File: config.mk
export PLATFORM = sky130hd
export DESIGN_NAME = ysyx_22040750_ifu_fetch
export DESIGN_NICKNAME = d
export VERILOG_FILES = /design/src/rtl/ysyx_22040750_ifu_fetch.sv
export SDC_FILE = /design/constraint.sdc
export NUM_CORES = 1
export LEC_CHECK = 0
export ABC_AREA = 1
export CORE_ASPECT_RATIO = 2
export CORE_MARGIN = 2
export CORE_UTILIZATION = 44
export DETAILED_ROUTE_END_ITERATION = 8
export GPL_TIMING_DRIVEN = 0
export PLACE_DENSITY = 0.87
export SYNTH_ARGS = -nofsm -noshare
export SYNTH_HDL_FRONTEND = slang
export SYNTH_SLANG_ARGS = --single-unit
File: constraint.sdc
create_clock -name I_clk -period 1.8 [get_ports I_clk]
set_input_delay 0.36 -clock I_clk [delete_from_list [all_inputs] [get_ports I_clk]]
set_output_delay 0.36 -clock I_clk [all_outputs]
set_load 0.02 [all_outputs]
File: src/rtl/ysyx_22040750_ifu_fetch.sv
`default_nettype none
// ============================================================================
//  Module      : ysyx_22040750_ifu_fetch
//  Description : Instruction fetch stage. Accepts the dynamic next PC from the
//                next-PC generator, issues one instruction-memory request at
//                a time, and holds the returned instruction in the IF/ID
//                register for decode. A redirect (flush) from a later stage
//                cancels the in-flight fetch and restarts at the flush target.
//  Revision    : 1.0 - initial release
// ============================================================================
module ysyx_22040750_ifu_fetch #(
    parameter logic [31:0] RESET_PC = 32'h80000000,
    parameter int          INST_W   = 32
) (
    input  logic              I_clk,
    input  logic              I_rst,
    input  logic              I_dnpc_valid,
    output logic              O_dnpc_ready,
    input  logic [31:0]       I_dnpc,
    input  logic              I_flush,
    input  logic [31:0]       I_flush_pc,
    output logic              O_imem_req_valid,
    input  logic              I_imem_req_ready,
    output logic [31:0]       O_imem_addr,
    input  logic              I_imem_resp_valid,
    input  logic [INST_W-1:0] I_imem_resp_data,
    output logic              O_IF_ID_valid,
    input  logic              I_IF_ID_ready,
    output logic [31:0]       O_IF_ID_pc,
    output logic [31:0]       O_IF_ID_snpc,
    output logic [INST_W-1:0] O_IF_ID_inst
);

    typedef enum logic [2:0] {
        S_IDLE = 3'd0,
        S_REQ  = 3'd1,
        S_WAIT = 3'd2,
        S_FULL = 3'd3,
        S_NEXT = 3'd4
    } state_t;

    state_t              r_state;
    logic [31:0]         r_pc;
    logic                r_drop;   // the outstanding response belongs to a cancelled fetch
    logic                r_if_valid;
    logic [31:0]         r_if_pc;
    logic [31:0]         r_if_snpc;
    logic [INST_W-1:0]   r_if_inst;

    logic                w_req_hs;
    logic                w_ifid_hs;

    // Request side is decoded purely from registered state so memory never
    // sees a combinational path from this stage's inputs.
    assign O_imem_req_valid = (r_state == S_REQ);
    assign O_imem_addr      = r_pc;
    // A redirect must not let the stale dnpc be consumed.
    assign O_dnpc_ready     = (r_state == S_NEXT) && !I_flush;

    assign O_IF_ID_valid    = r_if_valid;
    assign O_IF_ID_pc       = r_if_pc;
    assign O_IF_ID_snpc     = r_if_snpc;
    assign O_IF_ID_inst     = r_if_inst;

    assign w_req_hs  = O_imem_req_valid && I_imem_req_ready;
    assign w_ifid_hs = r_if_valid && I_IF_ID_ready;

    // Fetch FSM, PC register and IF/ID pipeline register.
    always_ff @(posedge I_clk) begin
        if (I_rst) begin
            r_state    <= S_IDLE;
            r_pc       <= RESET_PC;
            r_drop     <= 1'b0;
            r_if_valid <= 1'b0;
            r_if_pc    <= 32'd0;
            r_if_snpc  <= 32'd0;
            r_if_inst  <= '0;
        end else begin
            case (r_state)
                S_IDLE: begin
                    // Flush is deliberately ignored here; the PC stays put.
                    r_state <= S_REQ;
                end
                S_REQ: begin
                    if (I_flush) begin
                        r_pc       <= I_flush_pc;
                        r_if_valid <= 1'b0;
                        if (w_req_hs) begin
                            // Old address already went out; swallow its reply.
                            r_state <= S_WAIT;
                            r_drop  <= 1'b1;
                        end
                    end else if (w_req_hs) begin
                        r_state <= S_WAIT;
                    end
                end
                S_WAIT: begin
                    if (I_flush) begin
                        r_pc       <= I_flush_pc;
                        r_if_valid <= 1'b0;
                        if (I_imem_resp_valid) begin
                            r_drop  <= 1'b0;
                            r_state <= S_REQ;
                        end else begin
                            r_drop  <= 1'b1;
                        end
                    end else if (I_imem_resp_valid) begin
                        if (r_drop) begin
                            r_drop  <= 1'b0;
                            r_state <= S_REQ;
                        end else begin
                            r_if_valid <= 1'b1;
                            r_if_pc    <= r_pc;
                            r_if_snpc  <= r_pc + 32'd4;
                            r_if_inst  <= I_imem_resp_data;
                            r_state    <= S_FULL;
                        end
                    end
                end
                S_FULL: begin
                    if (I_flush) begin
                        r_pc       <= I_flush_pc;
                        r_if_valid <= 1'b0;
                        r_state    <= S_REQ;
                    end else if (w_ifid_hs) begin
                        r_if_valid <= 1'b0;
                        r_state    <= S_NEXT;
                    end
                end
                S_NEXT: begin
                    if (I_flush) begin
                        r_pc       <= I_flush_pc;
                        r_if_valid <= 1'b0;
                        r_state    <= S_REQ;
                    end else if (I_dnpc_valid) begin
                        r_pc    <= I_dnpc;
                        r_state <= S_REQ;
                    end
                end
                default: begin
                    r_state <= S_IDLE;
                end
            endcase
        end
    end

endmodule
`default_nettype wire

==> summary.txt <==
Status
  • Status: complete, no violations

STA
  • Hold Violations, Final: 0
  • Max Fclk: 561 MHz
  • RSZ-0062 raised after global routing: false
  • Slew headroom: 58.0%
  • Final setup violating endpoints: 0
  • Least-Margin Pin Slew: between 600 and 700 ps
  • Period minus WS final: 1780 ps
  • Slew Viols, Final: 0
  • Final period util: 99.0%
  • TNS Setup: 0 ps
  • Post-route worst setup slack: 17.5 ps
  • Fin Clk Skew: between 8 and 9 ps
  • Hold slack final: 396 ps

Synth
  • Area of the mapped netlist: 5920 µm²
  • Syn Area/Cell: 6.99 µm²
  • Yosys reg bits: between 100 and 150
  • Netlist cell types: 31
  • Post-Syn Instances: 847
  • Ys Warns: 0
  • Register area share after synthesis: 44.3%
  • Syn Nets: 951

Finish
  • Antenna Cells: 0
  • Cell area after layout: 9080 µm²
  • Fraction of layout cells with a size suffix above 1: 9.52%
  • Layout area overhead: 53.4%
  • # nets final: 1,204
  • Non-Filler Instances: 1,268

Worst setup path
  • Startpoint Class: register
  • Crit path required time: 1440 ps
  • Crit Path Max Fanout: 2
  • FF-to-FF path depth: 10
  • CP top delay family: buffers and inverters
  • WP data arrival: 1420 ps
  • CP max-delay cell: clkdlybuf4s50_1
  • Endpoint type of the worst setup path: output pin
  • Slowest stage delay, CP: 630 ps
  • Crit-path cells: clkdlybuf4s50_1
  • CP bufs+invs: 1
  • Crit Path Category: register to output pin
  • Levels on crit path: 1

Power
  • Leakage Power: 4.15 nW
  • Peak supply drop: 0.000684 V
  • Pwr Density: 1160 nW/µm²

Die
  • Die height: around 170 µm
  • Core Box Area: 13,300 µm²
  • Chip Width: around 86 µm
  • Top Ports: ~230
  • Row count: 60
  • Starting density of the core: about 45%
  • Die Area: 14,500 µm²

Routing
  • DR WL/cell: 16.9 µm
  • DRC: 0
  • 1st-iter DRT viols: 361
  • Drt pass-1 iters: 5
  • Via count: 6,795
  • Via density per instance: 5.36
  • Final WL: roughly 21 mm
  • Final ANT Viol Nets: 0

Placement
  • Post-place instance area: 8440 µm²
  • Port Buffers: approximately 230
  • DP Cell Count: 1,234
  • Pre-CTS worst setup slack: -492 ps
  • GP Congestion: 0.944
  • Post-DP HPWL: 15.8 mm

Min path
  • Worst min path class: input port to register
  • Hold Path Stages: 4

Clock network
  • CTS tree: yes
  • Cts bufs inserted: 17
  • Clk slew on worst S/H paths: 60 ps
  • H-tree levels: 4
  • Clock sink count: 131
  • CTS Hold Bufs: 0
  • Clock Tree Buf Depth: 2
  • Clk_lat worst skew: 420 ps
  • Clk Tree Root Cell: clkbuf_16

Job
  • Max-cap check violation count: 0

GRT
  • Vias in the first global route: ~6,500
  • Gr ovfl total: 0
  • GRT Total Usage: approximately 29%
  • Antenna violations before repair: 0
  • Largest net degree at the start of global routing: 17
  • First-pass GRT wire length: 32.4 mm
## cell families after synthesis
family	synth area share [%]
flip-flops	44.3
AND/OR/NAND/NOR	29.1
AO/OA/AOI/OAI	15.6
buffers and inverters	8.98
adder cells (fa/ha/maj)	0.211
XOR/XNOR	1.77
## cell usage after synthesis
cell / instances / area, µm²
a21oi_2: 1 / 8.76
nand4_1: 4 / 25.0
clkbuf_1: 15 / 56.3
nor2_1: 150 / 563
nor2_4: 4 / 45.0
nand2_1: 179 / 672
a21oi_1: 47 / 235
o211a_1: 12 / 120
xor2_1: 6 / 52.6
or2_2: 1 / 6.26
xnor2_1: 6 / 52.6
dfxtp_1: 131 / 2620
nand3_2: 4 / 40.0
nand3_1: 52 / 260
nand2_2: 2 / 12.5
buf_4: 12 / 90.1
buf_6: 2 / 22.5
o21ai_1: 7 / 35.0
nor3_1: 15 / 75.1
clkbuf_2: 2 / 10.0
o211ai_1: 3 / 22.5
a211oi_1: 1 / 7.51
buf_2: 18 / 90.1
ha_1: 1 / 12.5
buf_1: 2 / 7.51
inv_1: 62 / 233
o21bai_1: 1 / 7.51
nor2_2: 4 / 25.0
o21ai_0: 96 / 480
a311oi_1: 1 / 8.76
inv_2: 6 / 22.5
## sequential cells by signal (all words and copies together), names as in the netlist
name	flops
O_IF_ID_snpc	30
O_imem_addr	32
r_drop	1
r_state	3
O_IF_ID_inst	32
O_IF_ID_pc	32
O_IF_ID_valid	1
## where the power goes
part           total, mW  internal (mW)  switching [mW]
clock               3.44           2.06            1.39
sequential          3.91           3.37           0.547
combinational       3.16           1.31            1.85
## through the flow
| stage | util, % | total power [mW] |
|---|---|---|
| floorplan | - | 5.53 |
| global placement | 63.5 | 7.08 |
| detailed placement | 63.5 | 7.14 |
| CTS | 68.0 | 10.5 |
| global route | 68.4 | 10.9 |
| finish | 68.4 | 10.5 |
## per-layer routing
| layer | track usage [%] | up-vias | wire length (µm) | part of all wire, % |
|---|---|---|---|---|
| met2 | 47.7 | 415 | 10300 | 48 |
| met3 | 6.32 | 66 | 2240 | 10 |
| met1 | 34.2 | 3077 | 7890 | 37 |
| li1 | - | 3237 | - | - |
| met5 | 0 | - | 0 | 0 |
| met4 | 15.0 | 0 | 974 | 4.6 |
## placed cells by master (no fill, tap or decap), types with 3 or more instances in the layout
cell type | Yosys | routed
a21oi_1 | 47 | 47
buf_1 | 2 | 3
buf_2 | 18 | 17
buf_4 | 12 | 13
buf_6 | 2 | 5
clkbuf_1 | 15 | 12
clkbuf_16 | 0 | 17
clkbuf_2 | 2 | 5
clkdlybuf4s50_1 | 0 | 195
clkinv_4 | 0 | 4
dfxtp_1 | 131 | 125
dfxtp_2 | 0 | 5
dlygate4sd2_1 | 0 | 28
dlymetal6s2s_1 | 0 | 7
inv_1 | 62 | 61
inv_2 | 6 | 6
inv_6 | 0 | 4
nand2_1 | 179 | 178
nand2_2 | 2 | 3
nand3_1 | 52 | 52
nand3_2 | 4 | 3
nand4_1 | 4 | 4
nor2_1 | 150 | 146
nor2_2 | 4 | 5
nor2_4 | 4 | 7
nor3_1 | 15 | 15
o211a_1 | 12 | 12
o211ai_1 | 3 | 3
o21ai_0 | 96 | 95
o21ai_1 | 7 | 8
xnor2_1 | 6 | 6
xor2_1 | 6 | 6
## worst min-delay path, cell delays in order
cell and delay (ps):
buf_2 200, nor3_1 80, nand2_1 60, a21oi_1 50
## layout make-up
class | count | area, µm²
multi-input cells | 597 | 2800
well taps | 155 | 194
inverters | 68 | 258
clock buffers | 18 | 429
flip-flops and latches | 131 | 2630
plain buffers | 51 | 287
clock inverters | 14 | 155
repair buffers | 234 | 2330
fillers | 1139 | 4200
## timing repair
action,4_1_cts,5_1_grt
pin swaps,1,1
buffers inserted,2,0
gates resized for setup,49,22
endpoints found under the setup margin,46,47
hold endpoints to repair,0,0
## final timing paths
path | slack (ps) | to | startpoint
setup / recovery | 20 | O_IF_ID_snpc[20] | O_IF_ID_snpc[20]
hold / removal | 400 | r_state[2] | I_flush
setup reg to reg | 70 | O_IF_ID_snpc[30] | O_imem_addr[3]
hold reg to reg | 500 | r_drop | r_drop
(Power assumes the default switching activity.)
